<file path="src/rtl/memcpy_queue_pkg.sv">
// Shared types for the memcpy descriptor queue controller: descriptor layout,
// FSM states, CSR indices and the byte-to-line rounding helper.
package memcpy_queue_pkg;

  // Fields are held at CSR width; the controller zero-extends narrower values.
  typedef struct packed {
    logic [63:0] src;
    logic [63:0] dst;
    logic [63:0] len;
    logic        mode;
  } desc_t;

  typedef enum logic [1:0] {
    ST_IDLE  = 2'd0,
    ST_ISSUE = 2'd1,
    ST_BUSY  = 2'd2,
    ST_CPL   = 2'd3
  } state_t;

  localparam logic [2:0] CSR_SRC      = 3'd0;
  localparam logic [2:0] CSR_DST      = 3'd1;
  localparam logic [2:0] CSR_LEN      = 3'd2;
  localparam logic [2:0] CSR_DOORBELL = 3'd3;

  localparam logic [2:0] CSR_RD_CPL_CNT = 3'd0;
  localparam logic [2:0] CSR_RD_STATUS  = 3'd1;
  localparam logic [2:0] CSR_RD_SRC     = 3'd2;
  localparam logic [2:0] CSR_RD_DST     = 3'd3;
  localparam logic [2:0] CSR_RD_LINES   = 3'd4;
  localparam logic [2:0] CSR_RD_QDEPTH  = 3'd5;
  localparam int         CSR_RD_NUM     = 6;

  // Byte length to 64-byte lines, rounding a partial line up.
  function automatic logic [63:0] lines_of(input logic [63:0] len_bytes);
    return (len_bytes + 64'd63) >> 6;
  endfunction

endpackage

</file>
<file path="src/rtl/memcpy_queue_ctrl_if.sv">
// DMA command and read/write stream signals of the memcpy queue controller.
interface memcpy_queue_ctrl_if #(
  parameter int ADDR_W = 42,
  parameter int LEN_W  = 32,
  parameter int DATA_W = 512
);
  logic              dma_start;
  logic [ADDR_W-1:0] dma_rd_addr;
  logic [ADDR_W-1:0] dma_wr_addr;
  logic [LEN_W-7:0]  dma_len;
  logic              dma_done;
  logic [DATA_W-1:0] rd_data;
  logic              rd_valid;
  logic              rd_ready;
  logic [DATA_W-1:0] wr_data;
  logic              wr_valid;
  logic              wr_ready;

  modport master (
    output dma_start, dma_rd_addr, dma_wr_addr, dma_len, rd_ready, wr_data, wr_valid,
    input  dma_done, rd_data, rd_valid, wr_ready
  );

  modport slave (
    input  dma_start, dma_rd_addr, dma_wr_addr, dma_len, rd_ready, wr_data, wr_valid,
    output dma_done, rd_data, rd_valid, wr_ready
  );
endinterface

</file>
<file path="src/rtl/memcpy_desc_fifo.sv">
// Descriptor FIFO; a push into a full queue is accepted when a pop frees a slot
// in the same cycle.
module memcpy_desc_fifo #(
  parameter int  QDEPTH = 4,
  parameter type DESC_T = memcpy_queue_pkg::desc_t
) (
  input  logic                     clk,
  input  logic                     reset,
  input  logic                     push,
  input  logic                     pop,
  input  DESC_T                    din,
  output DESC_T                    dout,
  output logic                     full,
  output logic                     empty,
  output logic [$clog2(QDEPTH):0]  count
);
  localparam int PTR_W = $clog2(QDEPTH);
  localparam int CNT_W = PTR_W + 1;

  DESC_T            mem_r [QDEPTH];
  logic [PTR_W-1:0] wr_ptr_r;
  logic [PTR_W-1:0] rd_ptr_r;
  logic [CNT_W-1:0] count_r;
  logic             push_ok_s;
  logic             pop_ok_s;

  assign empty     = (count_r == {CNT_W{1'b0}});
  assign full      = (count_r == CNT_W'(QDEPTH));
  assign pop_ok_s  = pop && !empty;
  assign push_ok_s = push && (!full || pop_ok_s);
  assign dout      = mem_r[rd_ptr_r];
  assign count     = count_r;

  // Storage array; contents are don't-care while empty, so no reset.
  always_ff @(posedge clk) begin
    if (push_ok_s) begin
      mem_r[wr_ptr_r] <= din;
    end
  end

  // Pointers and occupancy.
  always_ff @(posedge clk) begin
    if (!reset) begin
      wr_ptr_r <= {PTR_W{1'b0}};
      rd_ptr_r <= {PTR_W{1'b0}};
      count_r  <= {CNT_W{1'b0}};
    end else begin
      if (push_ok_s) begin
        wr_ptr_r <= wr_ptr_r + PTR_W'(1);
      end
      if (pop_ok_s) begin
        rd_ptr_r <= rd_ptr_r + PTR_W'(1);
      end
      case ({push_ok_s, pop_ok_s})
        2'b10:   count_r <= count_r + CNT_W'(1);
        2'b01:   count_r <= count_r - CNT_W'(1);
        default: count_r <= count_r;
      endcase
    end
  end
endmodule

</file>
<file path="src/rtl/memcpy_queue_ctrl.sv">
// Memcpy queue controller: CSR-fed descriptor queue, DMA command sequencing and
// a single-stage copy/invert data path.
module memcpy_queue_ctrl
  import memcpy_queue_pkg::*;
#(
  parameter int QDEPTH = 4,
  parameter int LEN_W  = 32,
  parameter int ADDR_W = 42,
  parameter int DATA_W = 512
) (
  input  logic                         clk,
  input  logic                         reset,
  input  logic                         csr_wr_en,
  input  logic [2:0]                   csr_wr_idx,
  input  logic [63:0]                  csr_wr_data,
  output logic [CSR_RD_NUM-1:0][63:0]  csr_rd_data,
  memcpy_queue_ctrl_if.master          bus
);
  localparam int LINES_W = LEN_W - 5;
  localparam int CNT_W   = $clog2(QDEPTH) + 1;

  logic [ADDR_W-1:0]  stg_src_r;
  logic [ADDR_W-1:0]  stg_dst_r;
  logic [LEN_W-1:0]   stg_len_r;
  logic [ADDR_W-1:0]  act_src_r;
  logic [ADDR_W-1:0]  act_dst_r;
  logic [LINES_W-1:0] act_lines_r;
  logic               act_mode_r;
  state_t             state_r;
  logic               dma_start_r;
  logic               overflow_r;
  logic [31:0]        cpl_cnt_r;
  logic [DATA_W-1:0]  wr_data_r;
  logic               wr_valid_r;

  desc_t              push_desc_s;
  desc_t              head_s;
  logic               doorbell_s;
  logic               push_s;
  logic               pop_s;
  logic               full_s;
  logic               empty_s;
  logic [CNT_W-1:0]   count_s;
  logic [63:0]        head_lines_s;
  logic               rd_ready_s;
  logic               unused_bits_s;

  assign doorbell_s   = csr_wr_en && (csr_wr_idx == CSR_DOORBELL);
  assign push_s       = doorbell_s && !csr_wr_data[63];
  assign pop_s        = (state_r == ST_IDLE) && !empty_s;
  assign head_lines_s = lines_of(head_s.len);

  assign push_desc_s.src  = 64'(stg_src_r);
  assign push_desc_s.dst  = 64'(stg_dst_r);
  assign push_desc_s.len  = 64'(stg_len_r);
  assign push_desc_s.mode = csr_wr_data[0];

  memcpy_desc_fifo #(
    .QDEPTH (QDEPTH),
    .DESC_T (desc_t)
  ) u_fifo (
    .clk   (clk),
    .reset (reset),
    .push  (push_s),
    .pop   (pop_s),
    .din   (push_desc_s),
    .dout  (head_s),
    .full  (full_s),
    .empty (empty_s),
    .count (count_s)
  );

  // Staging registers written directly from the CSR port.
  always_ff @(posedge clk) begin
    if (!reset) begin
      stg_src_r <= {ADDR_W{1'b0}};
      stg_dst_r <= {ADDR_W{1'b0}};
      stg_len_r <= {LEN_W{1'b0}};
    end else if (csr_wr_en) begin
      case (csr_wr_idx)
        CSR_SRC: stg_src_r <= csr_wr_data[ADDR_W-1:0];
        CSR_DST: stg_dst_r <= csr_wr_data[ADDR_W-1:0];
        CSR_LEN: stg_len_r <= csr_wr_data[LEN_W-1:0];
        default: stg_len_r <= stg_len_r;
      endcase
    end
  end

  // Sticky overflow: a push is lost only when full with no pop in the same cycle.
  always_ff @(posedge clk) begin
    if (!reset) begin
      overflow_r <= 1'b0;
    end else if (doorbell_s && csr_wr_data[63]) begin
      overflow_r <= 1'b0;
    end else if (push_s && full_s && !pop_s) begin
      overflow_r <= 1'b1;
    end
  end

  // Command sequencer; dma_start is registered so it is high for the ISSUE cycle.
  always_ff @(posedge clk) begin
    if (!reset) begin
      state_r     <= ST_IDLE;
      dma_start_r <= 1'b0;
      act_src_r   <= {ADDR_W{1'b0}};
      act_dst_r   <= {ADDR_W{1'b0}};
      act_lines_r <= {LINES_W{1'b0}};
      act_mode_r  <= 1'b0;
      cpl_cnt_r   <= 32'd0;
    end else begin
      dma_start_r <= 1'b0;
      case (state_r)
        ST_IDLE: begin
          if (pop_s) begin
            act_src_r   <= head_s.src[ADDR_W-1:0];
            act_dst_r   <= head_s.dst[ADDR_W-1:0];
            act_lines_r <= head_lines_s[LINES_W-1:0];
            act_mode_r  <= head_s.mode;
            dma_start_r <= (head_lines_s[LINES_W-1:0] != {LINES_W{1'b0}});
            state_r     <= ST_ISSUE;
          end
        end
        ST_ISSUE: begin
          state_r <= (act_lines_r == {LINES_W{1'b0}}) ? ST_CPL : ST_BUSY;
        end
        ST_BUSY: begin
          if (bus.dma_done) begin
            state_r <= ST_CPL;
          end
        end
        ST_CPL: begin
          cpl_cnt_r <= cpl_cnt_r + 32'd1;
          state_r   <= ST_IDLE;
        end
        default: state_r <= ST_IDLE;
      endcase
    end
  end

  assign rd_ready_s = !wr_valid_r || bus.wr_ready;

  // Single output register; a new beat may load in the cycle the old one leaves.
  always_ff @(posedge clk) begin
    if (!reset) begin
      wr_valid_r <= 1'b0;
      wr_data_r  <= {DATA_W{1'b0}};
    end else if (bus.rd_valid && rd_ready_s) begin
      wr_valid_r <= 1'b1;
      wr_data_r  <= act_mode_r ? ~bus.rd_data : bus.rd_data;
    end else if (bus.wr_ready) begin
      wr_valid_r <= 1'b0;
    end
  end

  assign bus.dma_start   = dma_start_r;
  assign bus.dma_rd_addr = act_src_r;
  assign bus.dma_wr_addr = act_dst_r;
  assign bus.dma_len     = act_lines_r[LEN_W-7:0];
  assign bus.rd_ready    = rd_ready_s;
  assign bus.wr_data     = wr_data_r;
  assign bus.wr_valid    = wr_valid_r;

  assign csr_rd_data[CSR_RD_CPL_CNT] = {32'd0, cpl_cnt_r};
  assign csr_rd_data[CSR_RD_STATUS]  = {55'd0, overflow_r, (state_r != ST_IDLE), 7'(count_s)};
  assign csr_rd_data[CSR_RD_SRC]     = 64'(act_src_r);
  assign csr_rd_data[CSR_RD_DST]     = 64'(act_dst_r);
  assign csr_rd_data[CSR_RD_LINES]   = 64'(act_lines_r);
  assign csr_rd_data[CSR_RD_QDEPTH]  = 64'(QDEPTH);

  // Descriptor and CSR bits wider than the configured fields are intentionally dropped.
  assign unused_bits_s = ^{csr_wr_data, head_s, head_lines_s};
endmodule

</file>
<file path="src/flat_wrapper.sv">
// flat-port wrapper written by rule: the top's interface ports become plain ports
module memcpy_queue_ctrl_flat import memcpy_queue_pkg::*;
#(
  parameter int QDEPTH = 4,
  parameter int LEN_W  = 32,
  parameter int ADDR_W = 42,
  parameter int DATA_W = 512
)
  (clk, reset, csr_wr_en, csr_wr_idx, csr_wr_data, csr_rd_data, bus_dma_start, bus_dma_rd_addr, bus_dma_wr_addr, bus_dma_len, bus_rd_ready, bus_wr_data, bus_wr_valid, bus_dma_done, bus_rd_data, bus_rd_valid, bus_wr_ready);
  memcpy_queue_ctrl_if #(.ADDR_W(ADDR_W), .LEN_W(LEN_W), .DATA_W(DATA_W)) bus_i ();
  input  logic clk;
  input  logic reset;
  input  logic csr_wr_en;
  input  logic [2:0] csr_wr_idx;
  input  logic [63:0] csr_wr_data;
  output logic [CSR_RD_NUM-1:0][63:0] csr_rd_data;
  output wire logic [$bits(bus_i.dma_start)-1:0] bus_dma_start;
  output wire logic [$bits(bus_i.dma_rd_addr)-1:0] bus_dma_rd_addr;
  output wire logic [$bits(bus_i.dma_wr_addr)-1:0] bus_dma_wr_addr;
  output wire logic [$bits(bus_i.dma_len)-1:0] bus_dma_len;
  output wire logic [$bits(bus_i.rd_ready)-1:0] bus_rd_ready;
  output wire logic [$bits(bus_i.wr_data)-1:0] bus_wr_data;
  output wire logic [$bits(bus_i.wr_valid)-1:0] bus_wr_valid;
  input wire logic [$bits(bus_i.dma_done)-1:0] bus_dma_done;
  input wire logic [$bits(bus_i.rd_data)-1:0] bus_rd_data;
  input wire logic [$bits(bus_i.rd_valid)-1:0] bus_rd_valid;
  input wire logic [$bits(bus_i.wr_ready)-1:0] bus_wr_ready;
  assign bus_dma_start = bus_i.dma_start;
  assign bus_dma_rd_addr = bus_i.dma_rd_addr;
  assign bus_dma_wr_addr = bus_i.dma_wr_addr;
  assign bus_dma_len = bus_i.dma_len;
  assign bus_rd_ready = bus_i.rd_ready;
  assign bus_wr_data = bus_i.wr_data;
  assign bus_wr_valid = bus_i.wr_valid;
  assign bus_i.dma_done = bus_dma_done;
  assign bus_i.rd_data = bus_rd_data;
  assign bus_i.rd_valid = bus_rd_valid;
  assign bus_i.wr_ready = bus_wr_ready;
  memcpy_queue_ctrl #(.QDEPTH(QDEPTH), .LEN_W(LEN_W), .ADDR_W(ADDR_W), .DATA_W(DATA_W)) u_core (.clk(clk), .reset(reset), .csr_wr_en(csr_wr_en), .csr_wr_idx(csr_wr_idx), .csr_wr_data(csr_wr_data), .csr_rd_data(csr_rd_data), .bus(bus_i));
endmodule
</file>
<file path="config.mk">
export PLATFORM = sky130hd
export DESIGN_NAME = memcpy_queue_ctrl_flat
export DESIGN_NICKNAME = d
export VERILOG_FILES = /design/src/rtl/memcpy_queue_pkg.sv /design/src/rtl/memcpy_queue_ctrl_if.sv /design/src/rtl/memcpy_desc_fifo.sv /design/src/rtl/memcpy_queue_ctrl.sv /design/src/flat_wrapper.sv
export SDC_FILE = /design/constraint.sdc
export NUM_CORES = 2
export LEC_CHECK = 0
export CAP_MARGIN = 20
export CELL_PAD_IN_SITES_DETAIL_PLACEMENT = 1
export CELL_PAD_IN_SITES_GLOBAL_PLACEMENT = 2
export CORE_AREA = 2 2 629 631
export CTS_BUF_LIST = sky130_fd_sc_hd__clkbuf_16
export DETAILED_ROUTE_END_ITERATION = 10
export DIE_AREA = 0 0 631 633
export PLACE_DENSITY = 0.5
export RECOVER_POWER = 50
export SLEW_MARGIN = 0
export SYNTH_ARGS = -nofsm -noshare
export SYNTH_HDL_FRONTEND = slang
export SYNTH_SLANG_ARGS = --single-unit
</file>
<file path="constraint.sdc">
create_clock -name clk -period 7.2 [get_ports clk]
set_clock_uncertainty 0.05 [all_clocks]
set_input_delay 1.08 -clock clk [delete_from_list [all_inputs] [get_ports clk]]
set_output_delay 1.08 -clock clk [all_outputs]
set_load 0.005 [all_outputs]
</file>
==> summary.txt <==
Timing
  • Final count of hold timing violations: 0
  • Period utilization: 69.1%
  • Max Fclk: 201 MHz
  • Slew HR: -105%
  • Slew Viols, Final: 171
  • Setup violators final: 0
  • Unrepaired setup endpoints after global routing: false
  • Worst Tran Pin Value: 3080 ps
  • Minimum clock period: 4980 ps
  • Post-Route Setup TNS: 0 ps
  • Hold_ws: 375 ps

Worst setup path
  • Worst-case reg-to-reg path depth: 7
  • Required @ worst endpoint: 7900 ps
  • CP arrival: 5680 ps
  • RR Startpoint: u_core.state_r[0]
  • CP max FO: 48
  • Setup CP Type: reg2reg
  • Setup crit end kind: register
  • CP startpoint: u_core.state_r[0]
  • Reg2reg setup slack: 2220 ps
  • R2R Path End: u_core.bus.dma_wr_addr[22]
  • Crit path launch type: register
  • Critical Path End: u_core.bus.dma_wr_addr[22]

Yosys
  • Largest family of logic cells by synthesized area: compound AO/OA/AOI/OAI gates
  • Post-synth EDFFs: 468
  • Yosys Warn Count: 0
  • XOR/XNOR share of the synthesized area: 9.67%
  • Prevailing post-synth register cell: dfxtp_1
  • Ys async rst share: 0%
  • Synthesized area: 0.0516 mm^2
  • Post-synthesis adder-cell area fraction: 0.282%
  • Mux cell area share after synthesis: 5.03%
  • Avg Cell Area, Syn: 11.3 um^2
  • Post-synth cell types: 66
  • Seq cells post-synth: 1,254
  • Post-Synth Simple-Gate Area: 8.91%
  • Post-synthesis sequential area ratio: 57.8%
  • Mapped Cells: 4,579
  • Compound-Gate Fraction of Synth Area: 10.5%

Layout
  • Layout area overhead: 44.7%
  • Final Instance Area: 0.0746 mm^2
  • Fin nets: 6,291
  • Layout cells sized above 1: 7.35%
  • Area of the multi-input gates: 0.0187 mm^2
  • Fill cell count: 44,700
  • Non-Filler Instances: 11,100
  • Commonest non-fill, non-tap cell in the layout: clkdlybuf4s50_1
  • Storage element area: 0.0298 mm^2
  • Most frequent cells in the layout: 802 x clkdlybuf4s50_1, 783 x dfxtp_1, 585 x nor2_1, 542 x xnor2_1, 534 x dlygate4sd3_1

Global route
  • Initial antenna violation count: 126
  • Largest net degree at the start of global routing: 142
  • GRT Residual Overflow: 0
  • First-pass GRT wire length: 359,000 um
  • Vias in the first global route: 39,400
  • Total track usage: 12.9%

Power and ir drop
  • Leakage: 25.4 nW
  • Max VDD drop: 0.000234 V
  • Cell Pwr Density: 325 mW/mm^2
  • Tot Pwr: 0.0242 W

CTS
  • Hold buffers post-CTS: 0
  • Root buffer cell: clkbuf_16
  • Clock latency on the worst-skew pair: 880 ps
  • Post_cts resized: 0
  • Htree depth: 4
  • Clock sink count: 1,254
  • Post-CTS Setup Bufs: 0
  • CTS clk-pin slew, worst paths: 60 ps
  • Clock Path Buffers: 4
  • CTS tree: yes
  • Inserted Clock Buffers: 169

Routing
  • DR WL/cell: 24.4 um
  • Drt first-iter violations: 1,577
  • Via count: 38,500
  • DRC: 0
  • Drt total wl: 270,000 um
  • Drt pass-1 iters: 5
  • Final ANT Viol Nets: 0
  • Routed vias/inst: 3.47

Place
  • Final GP Congestion: 0.806
  • Post-DP Area: 0.0691 mm^2
  • Port Buffers: 1,336
  • Placed insts: 10,700
  • Dpl hpwl: 206,000 um

Die
  • Starting density of the core: 13.2%
  • IO Pins: 1,594
  • Die Wd: 631 um
  • Rows: 230
  • Die Ht: 633 um
  • Core Area: 0.392 mm^2
  • Die Area: 0.399 mm^2

Status
  • Failing checks: capacitance limit, slew limit
  • Status: finished with violations

Min path
  • Worst hold path class: reg2reg

Job
  • Max Cap Violations: 2
[through the flow]
step	utilization [%]	setup WS [ps]
after floorplan	-	1920
after global placement	17.6	2530
after detailed placement	17.6	2460
after CTS	19.0	2850
after global routing	19.0	1720
final	19.0	2220
[layer usage]
metal  wire [um]  part of all wire [%]  up-vias  global-route usage (%)
met3       16500                   6.1      375                    3.52
met5         399                  0.15        -                       0
met2      144000                    53      980                    24.4
met1      101000                    37    19400                    14.1
li1            -                     -    17700                       -
met4        7970                   3.0       64                    3.40
[how the worst min path moves through the flow]
| stage | startpoint | endpoint | slack [ps] | depth (start not counted) |
|---|---|---|---|---|
| after floorplan | u_core.stg_src_r[25] | u_core.u_fifo.mem_r[0][100] | 410 | 0 |
| after global placement | u_core.bus.dma_rd_addr[38] | u_core.bus.dma_rd_addr[38] | 420 | 2 |
| after detailed placement | u_core.bus.dma_rd_addr[18] | u_core.bus.dma_rd_addr[18] | 420 | 2 |
| after CTS | u_core.stg_dst_r[12] | u_core.u_fifo.mem_r[3][45] | 370 | 0 |
| after global routing | u_core.stg_dst_r[12] | u_core.u_fifo.mem_r[3][45] | 400 | 0 |
| final | u_core.stg_dst_r[12] | u_core.u_fifo.mem_r[3][45] | 380 | 0 |
[power breakdown]
part	total [W]	internal [W]	switching [W]	leakage, nW
clock network	0.00837	0.00487	0.00350	2.80
registers	0.00881	0.00802	0.000785	10.9
logic	0.00704	0.00323	0.00380	11.7
[cell families after synthesis]
family	Yosys count
AOI/OAI and AO/OA	779
xor gates and xnor gates	569
adders and majority gates	11
buffers and inverters	704
DFF	1254
muxes	120
other	2
and+or+nand+nor	1140
[cell usage after synthesis, types with 4 or more instances]
| cell | count | area, um^2 |
|---|---|---|
| a2111oi_4 | 4 | 110 |
| a211oi_1 | 532 | 3990 |
| a21oi_1 | 216 | 1080 |
| and2_1 | 15 | 93.8 |
| and3_1 | 9 | 56.3 |
| and4_1 | 5 | 43.8 |
| buf_1 | 10 | 37.5 |
| buf_2 | 15 | 75.1 |
| buf_4 | 348 | 2610 |
| clkbuf_1 | 308 | 1160 |
| dfxtp_1 | 786 | 15700 |
| edfxtp_1 | 468 | 14100 |
| ha_1 | 10 | 125 |
| inv_1 | 17 | 63.8 |
| mux2i_1 | 7 | 70.1 |
| mux4_2 | 107 | 2410 |
| nand2_1 | 439 | 1650 |
| nand2b_1 | 6 | 37.5 |
| nand3_1 | 22 | 110 |
| nand4_1 | 13 | 81.3 |
| nor2_1 | 587 | 2200 |
| nor3_1 | 10 | 50.1 |
| nor4_1 | 12 | 75.1 |
| o21ai_0 | 6 | 30.0 |
| or3_1 | 5 | 31.3 |
| xnor2_1 | 543 | 4760 |
| xor2_1 | 26 | 228 |
[flip-flops by register name, summed over array words and instances (netlist names), named ones only]
register	flops
u_core.state_r	2
u_core.stg_dst_r	42
u_core.bus.dma_rd_addr	42
u_core.cpl_cnt_r	32
u_core.bus.wr_data	512
u_core.act_mode_r	1
u_core.bus.dma_start	1
u_core.act_lines_r	27
u_core.bus.dma_wr_addr	42
u_core.stg_len_r	32
u_core.u_fifo.count	3
u_core.u_fifo.rd_ptr_r	2
u_core.bus.wr_valid	1
u_core.u_fifo.mem_r	468
u_core.stg_src_r	42
u_core.overflow_r	1
u_core.u_fifo.wr_ptr_r	2
[area by class of cell]
type                       count  share of cell area, %
sequential                  1254                   39.9
multi-input combinational   2855                   25.0
timing repair buffer        1396                   18.8
tap                         5220                   8.75
clock buffer                 170                   5.70
clock inverter               133                   1.53
inverter                      19                  0.106
antenna                       27                 0.0906
[critical path, stage by stage, from the launching register on]
cell	delay, ps
dfxtp_1	350
inv_1	140
ha_1	460
inv_1	170
nor2_4	490
clkbuf_1	2210
nand2_1	630
a21oi_1	330
Power figures use the tool's default switching activity.
